<file path="src/rtl/lfsr_gen.sv">
// ---------------------------------------------------------------------------
// lfsr_gen
//
// Parametrised Fibonacci LFSR pseudo-random generator with a registered
// output word and a valid/ready handshake. Each accepted step advances the
// register by OUT_BITS single-bit sub-shifts and presents the bits that were
// shifted out (oldest in bit 0). The generator also provides:
//   - all-zero lockup protection (a zero seed is replaced by RESET_SEED),
//   - a saturating step counter,
//   - a wrap pulse whenever the state returns to the start state.
//
// Parameters:
//   WIDTH       LFSR register width (2..64)
//   TAPS        WIDTH-bit feedback mask; feedback = XOR of masked state bits
//   OUT_BITS    bits produced per step (1..WIDTH)
//   RESET_SEED  non-zero state used at reset and in place of a zero seed
//   CNT_W       step counter width
//
// Ports:
//   clk         rising-edge clock
//   rst         asynchronous active-high reset
//   ld_en       load seed (highest priority after reset)
//   shift_en    request to advance the generator
//   seed        seed value, sampled when ld_en=1
//   out_data    generated bits, bit 0 is the oldest
//   out_valid   out_data holds an unconsumed word
//   out_ready   consumer accepts out_data this cycle
//   lfsr_state  current register contents
//   step_cnt    steps since last reset or load, saturating at all-ones
//   wrap        one-cycle pulse after a step that returns to the start state
//   zero_seed   sticky flag: a zero seed was loaded and replaced
// ---------------------------------------------------------------------------
module lfsr_gen #(
  parameter int unsigned             WIDTH      = 32,
  parameter logic [WIDTH-1:0]        TAPS       = WIDTH'(32'hC000_0801),
  parameter int unsigned             OUT_BITS   = 1,
  parameter logic [WIDTH-1:0]        RESET_SEED = WIDTH'(1),
  parameter int unsigned             CNT_W      = 32
) (
  input  logic                clk,
  input  logic                rst,
  input  logic                ld_en,
  input  logic                shift_en,
  input  logic [WIDTH-1:0]    seed,
  output logic [OUT_BITS-1:0] out_data,
  output logic                out_valid,
  input  logic                out_ready,
  output logic [WIDTH-1:0]    lfsr_state,
  output logic [CNT_W-1:0]    step_cnt,
  output logic                wrap,
  output logic                zero_seed
);

  // Architectural registers and their next-state values
  logic [WIDTH-1:0]    state_q,    state_d;
  logic [WIDTH-1:0]    start_q,    start_d;
  logic [OUT_BITS-1:0] data_q,     data_d;
  logic                valid_q,    valid_d;
  logic [CNT_W-1:0]    cnt_q,      cnt_d;
  logic                wrap_q,     wrap_d;
  logic                zeroSeen_q, zeroSeen_d;

  // Helper nets
  logic [WIDTH-1:0]    advanced;
  logic [WIDTH-1:0]    loadValue;
  logic                seedIsZero;
  logic                doStep;
  logic                cntFull;

  // Advance the register by OUT_BITS sub-shifts in a single cycle. Each
  // sub-shift drops bit 0 (the bit handed to the consumer) and inserts the
  // XOR of the tapped bits at the top, so bit 0 of the pre-step state is
  // the oldest output bit.
  always_comb begin
    advanced = state_q;
    for (int i = 0; i < int'(OUT_BITS); i++) begin
      advanced = {^(advanced & TAPS), advanced[WIDTH-1:1]};
    end
  end

  // A zero seed would lock the LFSR at zero forever, so it is swapped for
  // the reset seed and the event is remembered in the sticky flag.
  always_comb begin
    seedIsZero = (seed == '0);
    loadValue  = seedIsZero ? RESET_SEED : seed;
  end

  // A step may only happen when the output slot is free or being emptied
  // in this same cycle; a pending load always wins over stepping.
  always_comb begin
    doStep  = shift_en & ~ld_en & (~valid_q | out_ready);
    cntFull = (cnt_q == {CNT_W{1'b1}});
  end

  // Next-state selection. Priority: load, then step, then a plain consume
  // (accept without a new word), otherwise everything holds. Under
  // backpressure doStep is already low, so the hold branch freezes the
  // word, the valid flag and the LFSR state together.
  always_comb begin
    state_d    = state_q;
    start_d    = start_q;
    data_d     = data_q;
    valid_d    = valid_q;
    cnt_d      = cnt_q;
    wrap_d     = 1'b0;
    zeroSeen_d = zeroSeen_q;

    if (ld_en) begin
      state_d    = loadValue;
      start_d    = loadValue;
      valid_d    = 1'b0;
      cnt_d      = '0;
      zeroSeen_d = zeroSeen_q | seedIsZero;
    end else if (doStep) begin
      state_d = advanced;
      data_d  = state_q[OUT_BITS-1:0];
      valid_d = 1'b1;
      cnt_d   = cntFull ? cnt_q : cnt_q + CNT_W'(1);
      wrap_d  = (advanced == start_q);
    end else if (valid_q && out_ready) begin
      valid_d = 1'b0;
    end
  end

  // State register. Reset is asynchronous so that a word in flight is
  // dropped immediately and no wrap pulse can escape afterwards.
  always_ff @(posedge clk or posedge rst) begin
    if (rst) begin
      state_q    <= RESET_SEED;
      start_q    <= RESET_SEED;
      data_q     <= '0;
      valid_q    <= 1'b0;
      cnt_q      <= '0;
      wrap_q     <= 1'b0;
      zeroSeen_q <= 1'b0;
    end else begin
      state_q    <= state_d;
      start_q    <= start_d;
      data_q     <= data_d;
      valid_q    <= valid_d;
      cnt_q      <= cnt_d;
      wrap_q     <= wrap_d;
      zeroSeen_q <= zeroSeen_d;
    end
  end

  // All outputs come straight from registers
  always_comb begin
    out_data   = data_q;
    out_valid  = valid_q;
    lfsr_state = state_q;
    step_cnt   = cnt_q;
    wrap       = wrap_q;
    zero_seed  = zeroSeen_q;
  end

endmodule

</file>
<file path="config.mk">
export PLATFORM = sky130hd
export DESIGN_NAME = lfsr_gen
export DESIGN_NICKNAME = d
export VERILOG_FILES = /design/src/rtl/lfsr_gen.sv
export SDC_FILE = /design/constraint.sdc
export NUM_CORES = 1
export LEC_CHECK = 0
export CAP_MARGIN = 10
export CELL_PAD_IN_SITES_DETAIL_PLACEMENT = 0
export CELL_PAD_IN_SITES_GLOBAL_PLACEMENT = 2
export CORE_AREA = 2 2 129 131
export DETAILED_ROUTE_END_ITERATION = 10
export DIE_AREA = 0 0 131 133
export PLACE_DENSITY_LB_ADDON = 0.15
export SETUP_SLACK_MARGIN = 0.5
export SLEW_MARGIN = 5
export SYNTH_ARGS = -nofsm -noshare
export SYNTH_HDL_FRONTEND = slang
export SYNTH_SLANG_ARGS = --single-unit
</file>
<file path="constraint.sdc">
create_clock -name clk -period 4.7 [get_ports clk]
set_clock_uncertainty 0.2 [all_clocks]
set_input_delay 1.175 -clock clk [delete_from_list [all_inputs] [get_ports clk]]
set_output_delay 1.175 -clock clk [all_outputs]
set_load 0.03 [all_outputs]
</file>
==> summary.txt <==
RSZ-0062 raised after global routing = no
Static leakage = 0.002742 uW
Iter 0 DRT Violations = 131
Syn-to-layout area delta = 31.49%
Gate Count Post-Synth = 510
Type of origin of the critical path = input pin
Core Region = 0.01617 mm^2
CTS tree = done
Vias = 4,145
Most frequent cells after synthesis = dfrtp_1 (98), o21ai_0 (72), nand2_1 (46)
Worst slew pin tran = 825.2 ps
Clock transition at path regs = 70 ps
Worst ir drop on vdd = 0.1908 mV
First-pass DRT Iterations = 4
Placer Congestion = 0.7641
Largest net degree at the start of global routing = 101
Final setup fails = 0
Final ANT Viol Nets = 0
Status = complete, no violations
Antenna violations before repair = 1
Synth async-reset ratio = 100.0%
DRC = 0
Antenna diodes = 0
Number of synthesized flops with an enable pin = 0
Synth top area cells = dfrtp_1 (49%), o21ai_0 (7.2%), mux2i_1 (6.0%)
Required @ worst endpoint = 4730 ps
Syn Std Cell Area = 0.005015 mm^2
Total GRT Usage = 16.59%
Die Span Y = 133 um
Overall Power = 2228 uW
Crit path capture type = register
Share of post-route cells with drive strength above 1 = 7.061%
Post-CTS Setup Inserts = 0
Latest clock arrival within the worst-skew pair = 350 ps
Post-layout util = 40.77%
# IOs = 105
Post-CTS sizing = 0
Post-Place Worst Slack = 1210 ps
Cell taking the most area after synthesis = dfrtp_1
Number of global-route vias before repair = 4,150
CTS max path bufs = 2
H-tree depth = 3
IO Port Bufs = 104
YS warnings = 0
Seq/Total Area, Yosys = 49.95%
Final Cycle Share = 67.93%
Via/cell ratio = 5.000
First-pass GRT wire length = 22.55 mm
CTS Sinks = 100
Setup ws final = 1507 ps
Total CTS buffers = 9
Max Slew Vio Count = 0
Syn_nets = 548
Top-count cell post-synth = dfrtp_1
Dpl hpwl = 9.514 mm
Arrival time worst endpoint = 3230 ps
MaxCap Viol Count = 0
Cell Rows = 47
Top cell type's share of synthesized area = 48.90%
Clock root buffer = clkbuf_16
Max-slew headroom = 44.75%
Netlist cell types = 48
Initial Utilization = 31.01%
Global route overflow = 0
Wire per inst = 16.75 um
Critical path class = input pin to register
F_max = 313.2 MHz
Hold-fix buffers, CTS = 0
Die ar. = 0.01742 mm^2
Fin nets = 643
Yosys reg bits = 100
Top_reg_cell synth = dfrtp_1
WL final = 13.88 mm
HP Class = register to register
Final Hold Fails = 0
Fin crit period = 3193 ps
Syn avg cell area = 9.833 um^2
Pwr dens = 337.8 mW/mm^2
Crit Path Max Fanout = 51
Setup TNS = 0 ps
Die X = 131 um
## worst max-delay path: stages
cell and delay (ps):
buf_4 250, or4_4 630, o211ai_1 700, nor4_1 130, mux2_2 310
## kinds of logic (layout without fill, tap and decap cells)
kind of cell | count (synthesis) | count (layout) | share of synthesized area (%)
AO/OA/AOI/OAI | 125 | 125 | 14.15
flip-flops | 100 | 100 | 49.95
multiplexers | 33 | 33 | 6.662
adder cells (fa/ha/maj) | 1 | 1 | 0.2495
AND/OR/NAND/NOR | 150 | 150 | 17.04
buffers and inverters | 63 | 162 | 5.314
XOR/XNOR | 38 | 38 | 6.637
## power breakdown
part,total (uW),switching (uW),internal [uW]
Clock,861,329,533
Sequential,991,69.8,921
Combinational,376,211,165
## registers in the layout, summed over array words and instances (netlist names)
register	count
lfsr_state	32
out_data	1
out_valid	1
start_q	32
step_cnt	32
wrap	1
zero_seed	1
## final timing paths
| check | startpoint | to | slack [ps] | depth (start not counted) |
|---|---|---|---|---|
| worst max-delay path | ld_en | step_cnt[27] | 1510 | 5 |
| worst min-delay path | zero_seed | zero_seed | 300 | 1 |
| worst max register to register | step_cnt[2] | step_cnt[27] | 1950 | 5 |
| worst min register to register | zero_seed | zero_seed | 300 | 1 |
| max in group asynchronous | rst | lfsr_state[3] | 2770 | 3 |
| min in group asynchronous | rst | step_cnt[5] | 1110 | 3 |
## cells in the final DEF, fill, tap and decap left out, types with 3 or more instances in the layout
| master | instances |
|---|---|
| nor4_1 | 16 |
| dfrtp_1 | 98 |
| nor2_1 | 13 |
| inv_1 | 38 |
| xor2_1 | 30 |
| o21ai_0 | 72 |
| bufinv_16 | 3 |
| nand4_2 | 3 |
| mux2i_1 | 30 |
| and3_1 | 3 |
| clkdlybuf4s50_1 | 103 |
| clkbuf_16 | 9 |
| buf_4 | 4 |
| o31ai_1 | 17 |
| or4_1 | 17 |
| or3_1 | 10 |
| nand2_1 | 46 |
| nand3_1 | 10 |
| nand4_1 | 10 |
| mux2_2 | 3 |
| a21oi_1 | 27 |
| nor3_1 | 3 |
| a21o_1 | 3 |
| and2_2 | 3 |
| xnor2_1 | 8 |
## routing by layer
metal | vias up | share of wire, % | track usage, % | routed length [um]
met2 | 73 | 49 | 26.66 | 6791
met5 | - | 0 | 0 | 0
li1 | 1994 | - | - | -
met3 | 13 | 3.9 | 4.205 | 548
met4 | 0 | 1.0 | 3.664 | 144
met1 | 2065 | 46 | 22.54 | 6400
## final cells by class
cell class | instances | area [um^2]
multi-input combinational | 347 | 2243
tap | 220 | 275.3
clock inverter | 4 | 97.59
clock buffer | 11 | 242.7
timing repair buffer | 108 | 1081
inverter | 39 | 148.9
fill | 1606 | 9578
sequential | 100 | 2505
## per-stage QoR
step / cells / hold slack [ps] / instance area (um^2)
3_3_place_gp: 814 / 300.8 / 6254
6_report: 829 / 297.7 / 6594
2_1_floorplan: 510 / 311.4 / 5015
5_1_grt: 829 / 329.6 / 6594
4_1_cts: 829 / 315.6 / 6594
3_5_place_dp: 814 / 300.4 / 6254
Power figures use the tool's default switching activity.
